<file path="src/rtl/stream_input_adapter.sv">
// Ingress adapter: external valid/ready words -> small FWFT FIFO -> core input handshake.
// Tracks a per-operation word count, checks the last marker against it, reports done/err.
module stream_input_adapter #(
  parameter int w     = 64,
  parameter int DEPTH = 4,
  parameter int LEN_W = 16
) (
  input  logic             clk,
  input  logic             rst,
  input  logic             start,
  input  logic [LEN_W-1:0] in_words,
  input  logic             valid_i,
  output logic             ready_i,
  input  logic [w-1:0]     data_i,
  input  logic             last_i,
  output logic             dilithium_valid_i,
  input  logic             dilithium_ready_i,
  output logic [w-1:0]     dilithium_data_i,
  output logic             done,
  output logic             err
);

  localparam int PW = (DEPTH > 2) ? $clog2(DEPTH) : 1;
  localparam int CW = $clog2(DEPTH + 1);
  localparam logic [PW-1:0] LAST_PTR = PW'(DEPTH - 1);
  localparam logic [CW-1:0] FULL_CNT = CW'(DEPTH);

  typedef enum logic [1:0] {
    S_IDLE,
    S_STREAM,
    S_DRAIN,
    S_ERR
  } state_t;

  state_t           r_state;
  state_t           w_state_nxt;
  logic [w-1:0]     r_mem [DEPTH];
  logic [PW-1:0]    r_wr_ptr;
  logic [PW-1:0]    r_rd_ptr;
  logic [CW-1:0]    r_count;
  logic [LEN_W-1:0] r_remaining;
  logic             r_err;
  logic             r_done_zero;

  logic w_empty;
  logic w_full;
  logic w_ready;
  logic w_valid;
  logic w_accept;
  logic w_deliver;
  logic w_flush;
  logic w_set_err;
  logic w_drain_done;
  logic w_rem_one;

  assign w_empty   = (r_count == '0);
  assign w_full    = (r_count == FULL_CNT);
  assign w_rem_one = (r_remaining == LEN_W'(1));

  // start always wins: it blocks both handshakes in its own cycle so nothing
  // from the aborted operation is accepted or delivered.
  assign w_ready   = (r_state == S_STREAM) && !w_full && !start;
  assign w_valid   = !w_empty && ((r_state == S_STREAM) || (r_state == S_DRAIN)) && !start;
  assign w_accept  = valid_i && w_ready;
  assign w_deliver = w_valid && dilithium_ready_i;

  always_comb begin
    w_state_nxt  = r_state;
    w_flush      = 1'b0;
    w_set_err    = 1'b0;
    w_drain_done = 1'b0;
    if (start) begin
      w_flush     = 1'b1;
      w_state_nxt = (in_words != '0) ? S_STREAM : S_IDLE;
    end else begin
      unique case (r_state)
        S_STREAM: begin
          if (w_accept) begin
            if (w_rem_one && last_i) begin
              w_state_nxt = S_DRAIN;
            end else if (w_rem_one || last_i) begin
              w_state_nxt = S_ERR;
              w_set_err   = 1'b1;
              w_flush     = 1'b1;
            end
          end
        end
        S_DRAIN: begin
          if (w_empty) begin
            w_drain_done = 1'b1;
            w_state_nxt  = S_IDLE;
          end
        end
        default: ;
      endcase
    end
  end

  always_ff @(posedge clk or posedge rst) begin
    if (rst) begin
      r_state     <= S_IDLE;
      r_remaining <= '0;
      r_err       <= 1'b0;
      r_done_zero <= 1'b0;
    end else begin
      r_state     <= w_state_nxt;
      r_done_zero <= start && (in_words == '0);
      if (start) begin
        r_remaining <= in_words;
      end else if (w_accept) begin
        r_remaining <= r_remaining - LEN_W'(1);
      end
      if (start) begin
        r_err <= 1'b0;
      end else if (w_set_err) begin
        r_err <= 1'b1;
      end
    end
  end

  // Flush overrides any write/read in the same cycle, which also drops the
  // word whose last marker caused a framing error.
  always_ff @(posedge clk or posedge rst) begin
    if (rst) begin
      r_wr_ptr <= '0;
      r_rd_ptr <= '0;
      r_count  <= '0;
    end else if (w_flush) begin
      r_wr_ptr <= '0;
      r_rd_ptr <= '0;
      r_count  <= '0;
    end else begin
      if (w_accept) begin
        r_wr_ptr <= (r_wr_ptr == LAST_PTR) ? '0 : r_wr_ptr + PW'(1);
      end
      if (w_deliver) begin
        r_rd_ptr <= (r_rd_ptr == LAST_PTR) ? '0 : r_rd_ptr + PW'(1);
      end
      unique case ({w_accept, w_deliver})
        2'b10:   r_count <= r_count + CW'(1);
        2'b01:   r_count <= r_count - CW'(1);
        default: r_count <= r_count;
      endcase
    end
  end

  always_ff @(posedge clk) begin
    if (w_accept && !w_flush) begin
      r_mem[r_wr_ptr] <= data_i;
    end
  end

  assign ready_i           = w_ready;
  assign dilithium_valid_i = w_valid;
  assign dilithium_data_i  = w_valid ? r_mem[r_rd_ptr] : '0;
  assign done              = r_done_zero | w_drain_done;
  assign err               = r_err;

endmodule

</file>
<file path="config.mk">
export PLATFORM = sky130hd
export DESIGN_NAME = stream_input_adapter
export DESIGN_NICKNAME = d
export VERILOG_FILES = /design/src/rtl/stream_input_adapter.sv
export SDC_FILE = /design/constraint.sdc
export NUM_CORES = 1
export LEC_CHECK = 0
export CAP_MARGIN = 10
export CELL_PAD_IN_SITES_DETAIL_PLACEMENT = 0
export CELL_PAD_IN_SITES_GLOBAL_PLACEMENT = 1
export CORE_UTILIZATION = 47
export CTS_CLUSTER_DIAMETER = 50
export CTS_CLUSTER_SIZE = 24
export DETAILED_ROUTE_END_ITERATION = 10
export PLACE_DENSITY_LB_ADDON = 0.12
export SLEW_MARGIN = 0
export SYNTH_ARGS = -nofsm -noshare
export SYNTH_HDL_FRONTEND = slang
export SYNTH_SLANG_ARGS = --single-unit
</file>
<file path="constraint.sdc">
create_clock -name clk -period 5.6 [get_ports clk]
set_clock_uncertainty 0.2 [all_clocks]
set_input_delay 0.84 -clock clk [delete_from_list [all_inputs] [get_ports clk]]
set_output_delay 0.84 -clock clk [all_outputs]
set_load 0.05 [all_outputs]
</file>
==> out/metrics.cfg <==
[job]
maxCapViolations = 0

[detailed_routing]
routed_wirelength_um = 21600
wire_per_inst_um = 19.8
drt_first_pass_iters = 4
ant_nets = 0
vias_per_cell = 5.39
vias = 5905
drc = 0
drtIter0Drc = 368

[sta]
finalSetupViolations = 0
finalCriticalPeriod_ps = 4640
drv_slew = 0
slew_headroom = 0.319
fmax_ghz = 0.216
rsz0062_at_grt = false
tightest_slew_ps = 1020
timing.final.crit_share = 0.828
setup_tns_ps = 0
final_hold_viol_count = 0

[global_routing]
met3_usage = 0.0317
antenna_found_initial = 0
grt_pass1_vias = 6106
grt_max_degree = 51
top_usage_layer = met2
overflow = 0
grt_util_met1 = 0.233
grt_pass1_wl_um = 33500
grtUsageTotal = 0.179
met2_usage = 0.312

[critical_path]
worstPathMaxFanout = 50
path_cells = buf_4, mux4_2, nor2b_1, clkdlybuf4s50_1
cp_top_family = buffers and inverters
critPathArrivalTime_ps = 3600
slowest_stage = dfrtp_4
critPathBufInv = 2
critPathMaxStageDelay_ps = 1110
worstSetupPathType = flip-flop to output pin
required_ps = 4560
critical_path.startpoint_type = flip-flop
end_kind = output pin

[layout]
utilization = 0.602
nFillCells = 1806
diodes = 0
layout.nets = 854
drive_above_1_share = 0.171
areaGrowthSynthToFinish_pct = 25.2

[die]
ioPinCount = 154
num_rows = 56
die_w_um = 157
core_um2 = 23600
die_y_um = 157
start_util = 0.481
die-area_um2 = 24800

[clock_network]
clock_sinks = 283
cts.repair.resized = 0
cts_tree = done
htree_levels = 1
clkSlewWorstSetupHoldPaths_ps = 70
clock_path_buffers = 3
cts_made_buffers = 26
cts_setup_buffers = 0
cts-hold-fix-buffers = 0
worstSkewPairLatency_ps = 530
cts_root_buffer = clkbuf_16

[placement]
dp_hpwl_um = 13000
place_congestion = 0.718
io_buffers = 153

[power]
p_clk_frac = 0.396
finalPower_mw = 4.57
p_seq_frac = 0.523
swShare = 0.238
p_int_mw = 3.48
p_comb_frac = 0.081
power_leakage_nw = 4.54
ir_drop_mv = 0.235
netSwitchingPower_mw = 1.09
power_density_nw_per_um2 = 321

[logic_synthesis]
syn_area_um2 = 11400
syn_nets = 693
synth-main-ff-cell = edfxtp_1
postSynthAreaPerCell_um2 = 19.1
synth_edf_count = 256
synthDistinctLibCells = 50
synth_seq_cells = 283
async_flop_share = 0.0954
yosysSeqAreaShare = 0.737
yosysWarningCount = 0
synthCells = 595

[min_path]
hold_class = flip-flop to flip-flop

[status]
status = finished clean

## kinds of logic (layout without fill, tap and decap cells)
kind of cell	Yosys count	after routing	share of synthesized area
AO/OA/AOI/OAI	38	38	0.0225
multiplexers	71	71	0.133
XOR/XNOR	7	7	0.00540
flip-flops	283	283	0.737
adder cells (fa/ha/maj)	12	12	0.0139
AND/OR/NAND/NOR	143	143	0.0743
buffers and inverters	41	222	0.0140
## layer usage
layer,vias up,routed length [um]
met2,150,11100
met3,28,1040
met4,0,369
li1,2702,-
met5,-,0
met1,3025,9150
## sequential cells by signal (all words and copies together), names as in the netlist
register and count:
r_mem 256, r_state 2, err 1, r_done_zero 1, r_wr_ptr 2, r_remaining 16, r_rd_ptr 2, r_count 3
## layout by cell type, fill, tap and decap left out, types with 2 or more instances in the layout
cell type and n:
a22o_1 2, edfxtp_1 256, nand3_1 3, o21ai_0 12, inv_6 10, buf_4 4
and3_1 2, nand4_1 2, nor2_1 18, or4_1 5, buf_12 4, clkinv_1 3
mux4_2 64, ha_1 11, o31ai_1 3, a31oi_1 8, clkdlybuf4s50_1 153, and2_4 4
a21boi_0 2, or3_1 6, nor4_1 3, clkinv_8 3, nor2b_1 65, xor2_1 6
or4b_1 2, nand2b_1 2, clkbuf_16 26, mux2_2 2, dfrtp_1 25, clkinvlp_4 2
a41oi_1 3, inv_1 10, inv_8 3, nand2_1 15, nand3b_1 3, o211ai_1 2
nor3_1 3, mux2i_1 5
## worst register-to-register path: cells and delay by family, from the launching register on
family,cells,cell delay (ps)
AND/OR/NAND/NOR,4,2410
adder cells (fa/ha/maj),1,330
flip-flops,1,420
AO/OA/AOI/OAI,1,550
buffers and inverters,1,320
## cell type report
class | count | area (um^2) | area share
multi-input cells | 271 | 2840 | 0.200
repair buffers | 162 | 1670 | 0.117
clock buffers | 26 | 651 | 0.0458
flip-flops and latches | 283 | 8370 | 0.589
inverters | 12 | 45.0 | 0.00317
clock inverters | 22 | 239 | 0.0168
well taps | 319 | 399 | 0.0281
## power groups by stage
stage          sequential, mW  clock [mW]  combinational (mW)
2_1_floorplan            2.43           0               0.215
3_3_place_gp             2.43           0               0.364
3_5_place_dp             2.44           0               0.372
4_1_cts                  2.39        1.85               0.373
5_1_grt                  2.40        1.93               0.400
6_report                 2.39        1.81               0.370
## per-stage QoR
step	setup slack, ps	instance area (um^2)	std cells	hold WS (ps)
after floorplan	659	11400	595	284
after global placement	1100	13300	1046	305
after detailed placement	985	13300	1046	310
after CTS	794	14200	1094	337
after global routing	691	14200	1095	372
final	962	14200	1095	331
## synth_stat cells, types with 2 or more instances
master    number  share of area
and2_1         5         0.0028
nand2b_1       2         0.0011
o21ai_0       12         0.0053
mux2i_1        5         0.0044
o31ai_1        3         0.0020
buf_1          4         0.0013
or4_1          5         0.0033
a41oi_1        3         0.0023
nor3_1         3         0.0013
a31oi_1        8         0.0044
nand3b_1       3         0.0020
clkbuf_1      21         0.0069
mux4_2        64           0.13
nor4_1         3         0.0017
nand2_1       15         0.0050
nor2b_1       65          0.036
nand3_1        3         0.0013
and3_1         2         0.0011
or4b_1         2         0.0018
buf_2          4         0.0018
o211ai_1       2         0.0013
nand4_1        2         0.0011
nor2_1        18         0.0060
a22o_1         2         0.0015
edfxtp_1     256           0.68
dfrtp_1       27          0.060
mux2_2         2         0.0020
xor2_1         6         0.0046
a21boi_0       2         0.0013
or3_1          7         0.0039
inv_1         10         0.0033
ha_1          11          0.012
## final timing paths
kind	start	to	slack, ps	cells after the start
setup / recovery	r_rd_ptr[0]	dilithium_data_i[11]	960	4
hold / removal	r_state[0]	r_state[0]	330	1
setup reg to reg	r_remaining[5]	r_mem[2][56]	1020	7
hold reg to reg	r_state[0]	r_state[0]	330	1
max in group asynchronous	rst	r_rd_ptr[0]	4280	3
min in group asynchronous	rst	r_remaining[1]	440	2
(Power assumes the default switching activity.)
